## config.mk

```make
export PLATFORM = sky130hd
export DESIGN_NAME = mode_sequencer_flat
export DESIGN_NICKNAME = d
export VERILOG_FILES = /design/src/rtl/mode_sequencer_if.sv /design/src/rtl/mode_sequencer.sv /design/src/flat_wrapper.sv
export SDC_FILE = /design/constraint.sdc
export NUM_CORES = 1
export LEC_CHECK = 0
export CELL_PAD_IN_SITES_DETAIL_PLACEMENT = 1
export CELL_PAD_IN_SITES_GLOBAL_PLACEMENT = 2
export CORE_MARGIN = 10
export CORE_UTILIZATION = 33
export CTS_CLUSTER_SIZE = 8
export DETAILED_ROUTE_END_ITERATION = 8
export GPL_ROUTABILITY_DRIVEN = 0
export PLACE_DENSITY_LB_ADDON = 0.3
export SYNTH_ARGS = -nofsm -noshare
export SYNTH_HDL_FRONTEND = slang
export SYNTH_SLANG_ARGS = --single-unit
```

## constraint.sdc

```tcl
create_clock -name clock -period 2.37 [get_ports clock]
set_input_delay 0.3555 -clock clock [delete_from_list [all_inputs] [get_ports clock]]
set_output_delay 0.3555 -clock clock [all_outputs]
set_load 0.01 [all_outputs]
```

## src/rtl/mode_sequencer_if.sv

```systemverilog
// Key-request / mode-select bundle between the keypad front end and the mode sequencer.
interface mode_sequencer_if #(
   parameter int NUM_MODES = 3
);
   localparam int IDX_W = $clog2(NUM_MODES);

   logic                 next_req;
   logic                 prev_req;
   logic                 activity;
   logic [IDX_W-1:0]     mode_idx;
   logic [NUM_MODES-1:0] mode_onehot;
   logic                 mode_changed;
   logic                 timeout_pulse;

   modport master (
      output next_req, prev_req, activity,
      input  mode_idx, mode_onehot, mode_changed, timeout_pulse
   );

   modport slave (
      input  next_req, prev_req, activity,
      output mode_idx, mode_onehot, mode_changed, timeout_pulse
   );
endinterface

```

## src/rtl/mode_sequencer.sv

```systemverilog
// Alarm-clock mode sequencer: edge-detected forward/backward stepping with wrap and change strobe.
// Optional inactivity return to HOME_MODE is compiled in when MODE_SEQ_TIMEOUT_EN is defined.
module mode_sequencer #(
   parameter int NUM_MODES      = 3,
   parameter int HOME_MODE      = 0,
   parameter int TIMEOUT_CYCLES = 1000
) (
   input  logic             clock,
   input  logic             reset,
   mode_sequencer_if.slave  bus
);
   localparam int                   IDX_W      = $clog2(NUM_MODES);
   localparam logic [IDX_W-1:0]     HOME_IDX   = IDX_W'(HOME_MODE);
   localparam logic [IDX_W-1:0]     LAST_IDX   = IDX_W'(NUM_MODES - 1);
   // One extra bit keeps the range check meaningful when NUM_MODES is a power of two.
   localparam logic [IDX_W:0]       MODE_LIMIT = (IDX_W + 1)'(NUM_MODES);
   localparam logic [NUM_MODES-1:0] HOME_OH    = {{(NUM_MODES - 1){1'b0}}, 1'b1} << HOME_MODE;

   logic                 next_q;
   logic                 prev_q;
   logic [IDX_W-1:0]     mode_idx_q;
   logic [IDX_W-1:0]     mode_idx_d;
   logic [IDX_W-1:0]     mode_last_q;
   logic [NUM_MODES-1:0] mode_onehot_q;
   logic [NUM_MODES-1:0] mode_onehot_d;
   logic                 mode_changed_q;
   logic                 nxt_s;
   logic                 prv_s;
   logic [IDX_W-1:0]     mode_inc_s;
   logic [IDX_W-1:0]     mode_dec_s;
   logic                 timeout_s;

   // Request edge detection and wrapped neighbour modes.
   always_comb begin
      nxt_s = bus.next_req & ~next_q;
      prv_s = bus.prev_req & ~prev_q;
      if (mode_idx_q == LAST_IDX) begin
         mode_inc_s = {IDX_W{1'b0}};
      end else begin
         mode_inc_s = mode_idx_q + IDX_W'(1);
      end
      if (mode_idx_q == {IDX_W{1'b0}}) begin
         mode_dec_s = LAST_IDX;
      end else begin
         mode_dec_s = mode_idx_q - IDX_W'(1);
      end
   end

   // Next mode selection in priority order, plus its one-hot image.
   always_comb begin
      mode_idx_d = mode_idx_q;
      if ({1'b0, mode_idx_q} >= MODE_LIMIT) begin
         mode_idx_d = HOME_IDX;
      end else if (nxt_s & prv_s) begin
         mode_idx_d = mode_idx_q;
      end else if (nxt_s) begin
         mode_idx_d = mode_inc_s;
      end else if (prv_s) begin
         mode_idx_d = mode_dec_s;
      end else if (timeout_s) begin
         mode_idx_d = HOME_IDX;
      end else begin
         mode_idx_d = mode_idx_q;
      end
      mode_onehot_d = {NUM_MODES{1'b0}};
      for (int i = 0; i < NUM_MODES; i++) begin
         mode_onehot_d[i] = (mode_idx_d == IDX_W'(i));
      end
   end

   // Mode state, edge-detect history and the change strobe (one cycle behind the mode update).
   always_ff @(posedge clock or posedge reset) begin
      if (reset) begin
         next_q         <= 1'b0;
         prev_q         <= 1'b0;
         mode_idx_q     <= HOME_IDX;
         mode_last_q    <= HOME_IDX;
         mode_onehot_q  <= HOME_OH;
         mode_changed_q <= 1'b0;
      end else begin
         next_q         <= bus.next_req;
         prev_q         <= bus.prev_req;
         mode_idx_q     <= mode_idx_d;
         mode_last_q    <= mode_idx_q;
         mode_onehot_q  <= mode_onehot_d;
         mode_changed_q <= (mode_idx_q != mode_last_q);
      end
   end

   assign bus.mode_idx     = mode_idx_q;
   assign bus.mode_onehot  = mode_onehot_q;
   assign bus.mode_changed = mode_changed_q;

`ifdef MODE_SEQ_TIMEOUT_EN
   localparam int            TW         = $clog2(TIMEOUT_CYCLES + 1);
   localparam logic [TW-1:0] TIMER_LAST = TW'(TIMEOUT_CYCLES - 1);

   logic [TW-1:0] timer_q;
   logic [TW-1:0] timer_d;
   logic          timeout_pend_q;
   logic          timeout_pulse_q;
   logic          event_s;

   // Idle timer: restarts on any user event or while at home, fires instead of reaching the limit.
   always_comb begin
      event_s   = nxt_s | prv_s | bus.activity;
      timeout_s = 1'b0;
      timer_d   = timer_q;
      if ((mode_idx_q == HOME_IDX) || event_s) begin
         timer_d = {TW{1'b0}};
      end else if (timer_q == TIMER_LAST) begin
         timer_d   = {TW{1'b0}};
         timeout_s = 1'b1;
      end else begin
         timer_d = timer_q + TW'(1);
      end
   end

   // Timer state; the pulse is delayed one stage so it lines up with mode_changed.
   always_ff @(posedge clock or posedge reset) begin
      if (reset) begin
         timer_q         <= {TW{1'b0}};
         timeout_pend_q  <= 1'b0;
         timeout_pulse_q <= 1'b0;
      end else begin
         timer_q         <= timer_d;
         timeout_pend_q  <= timeout_s;
         timeout_pulse_q <= timeout_pend_q;
      end
   end

   assign bus.timeout_pulse = timeout_pulse_q;
`else
   logic unused_s;

   assign timeout_s         = 1'b0;
   assign bus.timeout_pulse = 1'b0;
   assign unused_s          = bus.activity ^ (TIMEOUT_CYCLES > 0);
`endif
endmodule

```

## src/flat_wrapper.sv

```systemverilog
// flat-port wrapper written by rule: the top's interface ports become plain ports
module mode_sequencer_flat 
#(
   parameter int NUM_MODES      = 3,
   parameter int HOME_MODE      = 0,
   parameter int TIMEOUT_CYCLES = 1000
)
  (clock, reset, bus_next_req, bus_prev_req, bus_activity, bus_mode_idx, bus_mode_onehot, bus_mode_changed, bus_timeout_pulse);
  mode_sequencer_if #(.NUM_MODES(NUM_MODES)) bus_i ();
  input  logic clock;
  input  logic reset;
  input wire logic [$bits(bus_i.next_req)-1:0] bus_next_req;
  input wire logic [$bits(bus_i.prev_req)-1:0] bus_prev_req;
  input wire logic [$bits(bus_i.activity)-1:0] bus_activity;
  output wire logic [$bits(bus_i.mode_idx)-1:0] bus_mode_idx;
  output wire logic [$bits(bus_i.mode_onehot)-1:0] bus_mode_onehot;
  output wire logic [$bits(bus_i.mode_changed)-1:0] bus_mode_changed;
  output wire logic [$bits(bus_i.timeout_pulse)-1:0] bus_timeout_pulse;
  assign bus_i.next_req = bus_next_req;
  assign bus_i.prev_req = bus_prev_req;
  assign bus_i.activity = bus_activity;
  assign bus_mode_idx = bus_i.mode_idx;
  assign bus_mode_onehot = bus_i.mode_onehot;
  assign bus_mode_changed = bus_i.mode_changed;
  assign bus_timeout_pulse = bus_i.timeout_pulse;
  mode_sequencer #(.NUM_MODES(NUM_MODES), .HOME_MODE(HOME_MODE), .TIMEOUT_CYCLES(TIMEOUT_CYCLES)) u_core (.clock(clock), .reset(reset), .bus(bus_i));
endmodule
```

==> results of run 1 <==
[layer usage]
metal	track usage (%)	vias to the layer above	share of wire (%)
met3	3.89	2	6.1
met4	2.51	0	0.90
li1	-	212	-
met1	6.56	198	47
met2	10.4	11	46
met5	0	-	0
[cell families after synthesis]
group                      share of synthesized area, %
and+or+nand+nor                                    21.7
DFF                                                41.1
AOI/OAI and AO/OA                                  8.59
muxes                                              10.6
buffers and inverters                              4.91
adders and majority gates                          8.18
xor gates and xnor gates                           4.30
other                                             0.613
[power breakdown]
| group | switching (uW) | leakage (uW) | total (uW) | internal [uW] |
|---|---|---|---|---|
| sequential | 21.5 | 0.000122 | 260 | 239 |
| combinational | 230 | 0.000213 | 481 | 251 |
| clock | 57.4 | 0.0000210 | 151 | 93.3 |
| total | 309 | 0.000356 | 892 | 583 |
[worst max-delay path, cell delays in order (launching register included)]
cell	delay (ns)
dfrtp_1	0.35
buf_4	0.17
clkdlybuf4s50_1	0.55
[cells in the final DEF, fill, tap and decap left out, drive strengths merged]
cell type and instances:
a2111oi 1, a21oi 2, and4b 1, and4bb 1
buf 2, clkbuf 4, clkdlybuf4s50 9, conb 1
dfrtp 9, dfstp 1, ha 4, inv 3
mux2 1, mux2i 5, nand2 1, nand2b 4
nand4b 1, nor2 4, nor2b 5, o22ai 3
o311ai 1, or4b 1, xnor2 3
[sequential cells by signal (all words and copies together) (netlist names)]
signal / flops
u_core.bus.mode_changed: 1
u_core.bus.mode_onehot: 3
u_core.next_q: 1
u_core.bus.mode_idx: 2
u_core.prev_q: 1
u_core.mode_last_q: 2
[layout make-up]
| cell class | instances | area [um2] | area share (%) |
|---|---|---|---|
| Clock buffer | 4 | 36.3 | 4.74 |
| Inverter | 3 | 11.3 | 1.47 |
| Multi-Input combinational cell | 39 | 330 | 43.1 |
| Sequential cell | 10 | 251 | 32.8 |
| Tap cell | 25 | 31.3 | 4.08 |
| Timing Repair Buffer | 11 | 105 | 13.7 |
[path summary, 6_finish.rpt]
kind	start	to	depth (start not counted)	slack (ns)
max	u_core.bus.mode_idx[1]	bus_mode_idx[1]	2	0.68
min	reset	u_core.next_q	2	0.36
max reg2reg	u_core.bus.mode_idx[0]	u_core.bus.mode_idx[0]	4	0.82
min reg2reg	u_core.mode_last_q[0]	u_core.bus.mode_changed	2	0.48
max in group asynchronous	reset	u_core.bus.mode_onehot[0]	2	1.70
min in group clock	u_core.mode_last_q[0]	u_core.bus.mode_changed	2	0.48
[through the flow]
| stage | cell area, um2 | total power, uW | hold WS, ns |
|---|---|---|---|
| after detailed placement | 729 | 757 | 0.471 |
| final | 766 | 892 | 0.362 |
| after global routing | 766 | 970 | 0.387 |
| after floorplan | 612 | 567 | 0.195 |
| after global placement | 729 | 753 | 0.461 |
| after CTS | 766 | 913 | 0.365 |
==> qor.txt, run 1 <==
Core area -> 1750 um2
Synth top area share -> 36.8%
Synth Net Count -> 63
Seq/Total Area, Yosys -> 41.1%
Unrepaired setup endpoints after global routing -> no
Initial Util -> 35.1%
Syn-to-layout area delta -> 25.2%
Total Neg Setup Slack -> 0 ns
Share of post-route cells with drive strength above 1 -> 19.4%
Flops & latches, synth -> 10
# setup viols final -> 0
Synth area leaders -> dfrtp_1, ha_1, mux2i_1
Gate Count Post-Synth -> 54
Die Y -> 63.1 um
Final WS setup -> 0.684 ns
Post-DRT Antenna Nets -> 0
Crit path DAT -> 1.33 ns
Yosys warnings -> 0
Post-synth EDFFs -> 0
Overall Global Routing Usage -> 6.41%
Num rows -> 15
Setup Buffers After CTS -> 0
DR pass1 iterations -> 4
Max H-tree Level -> 1
TritonCTS sink count -> 10
Routed Wire Length -> 1.23 mm
Commonest cells in the netlist -> dfrtp_1, mux2i_1, ha_1, nor2_1, nor2b_1
Clock buffer count from CTS -> 3
Avg Synthesized Cell Area -> 11.3 um2
Pre-CTS WS -> 0.617 ns
Largest net degree at the start of global routing -> 12
Leakage -> 0.000356 uW
Vias in the first global route -> 454
DRT iter0 DRCs -> 4
Final nets -> 77
Startpoint class of the critical path -> flop
CP Capture Type -> primary output
I/O pin count -> 12
TritonCTS clock tree -> built
Clock root cell -> clkbuf_4
Die W -> 63.1 um
Max clock buf depth -> 2
Final Hold Vio Count -> 0
Worst-path maximum fanout -> 9
Top cell type by total area after synthesis -> dfrtp_1
Ys flop type -> dfrtp_1
WS Path Type -> reg -> out
Ant. Diodes -> 0
Final std cells w/o fill -> 92
Vias/cell -> 4.60
Fin util -> 43.9%
# placed instances -> 88
Die area -> 3980 um2
Dpl hpwl -> 935 um
Slew Limit Fails -> 0
Netlist cell types -> 25
Post-Syn Area -> 612 um2
Port bufs -> 9
Worst Hold Class -> in -> async
MaxCap Viol Count -> 0
Period minus WS final -> 1.69 ns
Most numerous cell in the Yosys netlist -> dfrtp_1
Worst-Skew Late Latency -> 0.26 ns
# hold bufs at CTS -> 0
Worst Clk Skew -> 0.00163 ns
Clk slew on worst S/H paths -> 0.06 ns
PwrDens -> 1160 nW/um2
Status -> completed
Asr flop ratio synth -> 100%
DR WL/cell -> 13.3 um
Global-route wire length before repair -> 2.06 mm
Initial antenna violation count -> 0
Via count -> 423
VDD IR max -> 0.000573 V
Peak Freq -> 593 MHz
Critical path data required time -> 2.01 ns
Grt ovf -> 0
DRC -> 0
FILL cells -> 202
Final period util -> 71.1%
CTS resizes -> 0
(Power assumes the default switching activity.)
==> run 2, diff against run 1 <==
--- a/config.mk
+++ b/config.mk
@@ -8,7 +8,7 @@
 export CELL_PAD_IN_SITES_DETAIL_PLACEMENT = 1
 export CELL_PAD_IN_SITES_GLOBAL_PLACEMENT = 2
 export CORE_MARGIN = 10
-export CORE_UTILIZATION = 33
+export CORE_UTILIZATION = 28
 export CTS_CLUSTER_SIZE = 8
 export DETAILED_ROUTE_END_ITERATION = 8
 export GPL_ROUTABILITY_DRIVEN = 0
==> constraint.sdc (replaced) <==
create_clock -name clock -period 1.5 [get_ports clock]
set_input_delay 0.225 -clock clock [delete_from_list [all_inputs] [get_ports clock]]
set_output_delay 0.225 -clock clock [all_outputs]
set_load 0.01 [all_outputs]
==> qor.txt, run 2 (synthesized netlist as in run 1, its figures left out) <==
Dpl hpwl -> 1.12 mm (+19%)
# setup viols final -> 0 (unchanged)
Commonest non-fill, non-tap cell in the layout -> buf_4
Ant. Diodes -> 0 (unchanged)
Final WS setup -> 0.0589 ns (-0.625 ns)
Worst-path maximum fanout -> 3 (-6)
Die area -> 4450 um2 (+12%)
WS Path Type -> reg -> reg
Initial antenna violation count -> 0 (unchanged)
Slew Limit Fails -> 0 (unchanged)
Leakage -> 0.000401 uW (+13%)
Final period util -> 96.1%
# placed instances -> 98 (+11%)
Status -> completed
Total Neg Setup Slack -> 0 ns (unchanged)
Crit path DAT -> 1.57 ns (+0.24 ns)
Worst Hold Class -> in -> async
Post-DRT Antenna Nets -> 0 (unchanged)
Share of post-route cells with drive strength above 1 -> 36.0% (+17 points)
Met2 routed WL -> 674 um (+20%)
TritonCTS sink count -> 10 (unchanged)
Max H-tree Level -> 1 (unchanged)
CP Capture Type -> flop
Num rows -> 16 (+1)
DR WL/cell -> 13.1 um (-1.3%)
DR pass1 iterations -> 2 (-2)
Largest net degree at the start of global routing -> 11 (-1)
Clock root cell -> clkbuf_4
Die W -> 66.7 um (+5.8%)
Most frequent cells in the layout -> buf_4, dfrtp_1, clkdlybuf4s50_1
Fin util -> 41.8% (-2.0 points)
MaxCap Viol Count -> 0 (unchanged)
Unrepaired setup endpoints after global routing -> no
Max clock buf depth -> 2 (unchanged)
Initial Util -> 30.3% (-4.8 points)
Global-route wire length before repair -> 2.29 mm (+11%)
Max reg flops -> 3 (unchanged)
VDD IR max -> 0.000718 V (+25%)
Port bufs -> 9 (unchanged)
Worst Clk Skew -> 0.0119 ns (+0.0102 ns)
Final nets -> 85 (+10%)
Met1 wire length -> 579 um (+0.52%)
Routed Wire Length -> 1.34 mm (+9.4%)
Vias in the first global route -> 522 (+15%)
TritonCTS clock tree -> built
Syn-to-layout area delta -> 38.2%
Clock buffer count from CTS -> 3 (unchanged)
PwrDens -> 1810 nW/um2 (+56%)
Final hold slack -> 0.230 ns (-0.132 ns)
Top sig layer -> met3
Critical path data required time -> 1.63 ns (-0.38 ns)
Startpoint class of the critical path -> flop
DRC -> 0 (unchanged)
Clk slew on worst S/H paths -> 0.07 ns (about the same)
Die Y -> 66.7 um (+5.8%)
Peak Freq -> 694 MHz
Overall Global Routing Usage -> 6.62% (+0.21 points)
I/O pin count -> 12 (unchanged)
Core area -> 2020 um2 (+16%)
Vias/cell -> 4.62 (+0.43%)
Period minus WS final -> 1.44 ns
Final std cells w/o fill -> 102 (+11%)
Worst-Skew Late Latency -> 0.27 ns (about the same)
Metal3 WL -> 86 um (+15%)
Grt ovf -> 0 (unchanged)
Via count -> 471 (+11%)
DRT iter0 DRCs -> 1 (-3)
Final Hold Vio Count -> 0 (unchanged)
Pre-CTS WS -> -0.0581 ns (-0.675 ns)
==> run 2: worst paths after layout <==
| path | from | end | slack (ns) | depth (start not counted) |
|---|---|---|---|---|
| min | reset | u_core.next_q | 0.23 | 2 |
| min reg2reg | u_core.mode_last_q[1] | u_core.bus.mode_changed | 0.48 | 2 |
| max in group asynchronous | reset | u_core.bus.mode_idx[1] | 0.96 | 2 |
| max reg2reg | u_core.bus.mode_idx[0] | u_core.bus.mode_onehot[1] | 0.06 | 6 |
| min in group clock | u_core.mode_last_q[1] | u_core.bus.mode_changed | 0.48 | 2 |
| max | u_core.bus.mode_idx[0] | u_core.bus.mode_onehot[1] | 0.06 | 6 |
==> run 2: repair_timing <==
item | CTS | global route
gates resized for setup | 3 | 0
pin swaps | 0 | 1
endpoints found under the setup margin | 3 | 1
setup buffers | 0 | 0
hold buffers | 0 | 0
==> run 2: final cells by class <==
class | count | area (um2)
Fill cell | 236 | 1180
Multi-Input combinational cell | 39 | 349
Sequential cell | 10 | 254
Timing Repair Buffer | 19 | 161
Clock buffer | 4 | 36.3
Tap cell | 27 | 33.8
Inverter | 3 | 11.3
==> run 2: worst max-delay path: stages, from the launching register on <==
cell and delay [ns]:
dfrtp_2 0.43, inv_2 0.09, ha_4 0.20, buf_4 0.13
and4b_2 0.23, a21oi_1 0.12, o22ai_1 0.09
==> run 2: metal layers <==
metal / vias up / track usage (%)
met2: 9 / 11.7
met1: 232 / 6.92
met4: 0 / 0
li1: 230 / -
met5: - / 0
met3: 0 / 4.01
==> run 2: report_power, final <==
part	switching, uW	total [uW]	leakage, uW	internal (uW)
combinational	384	853	0.000260	469
sequential	55.4	438	0.000119	382
clock	94.1	241	0.0000210	147
==> run 2: stage by stage <==
stage	power [uW]	cell area (um2)
3_3_place_gp	1330	813
3_5_place_dp	1340	813
4_1_cts	1570	846
5_1_grt	1670	846
2_1_floorplan	960	633
6_report	1530	846
==> run 3, diff against run 2 <==
--- a/config.mk
+++ b/config.mk
@@ -12,6 +12,7 @@
 export CTS_CLUSTER_SIZE = 8
 export DETAILED_ROUTE_END_ITERATION = 8
 export GPL_ROUTABILITY_DRIVEN = 0
+export HOLD_SLACK_MARGIN = 0.05
 export PLACE_DENSITY_LB_ADDON = 0.3
 export SYNTH_ARGS = -nofsm -noshare
 export SYNTH_HDL_FRONTEND = slang
==> results of run 3 <==
The final DEF is identical to that of run 2; final timing and power are the same.
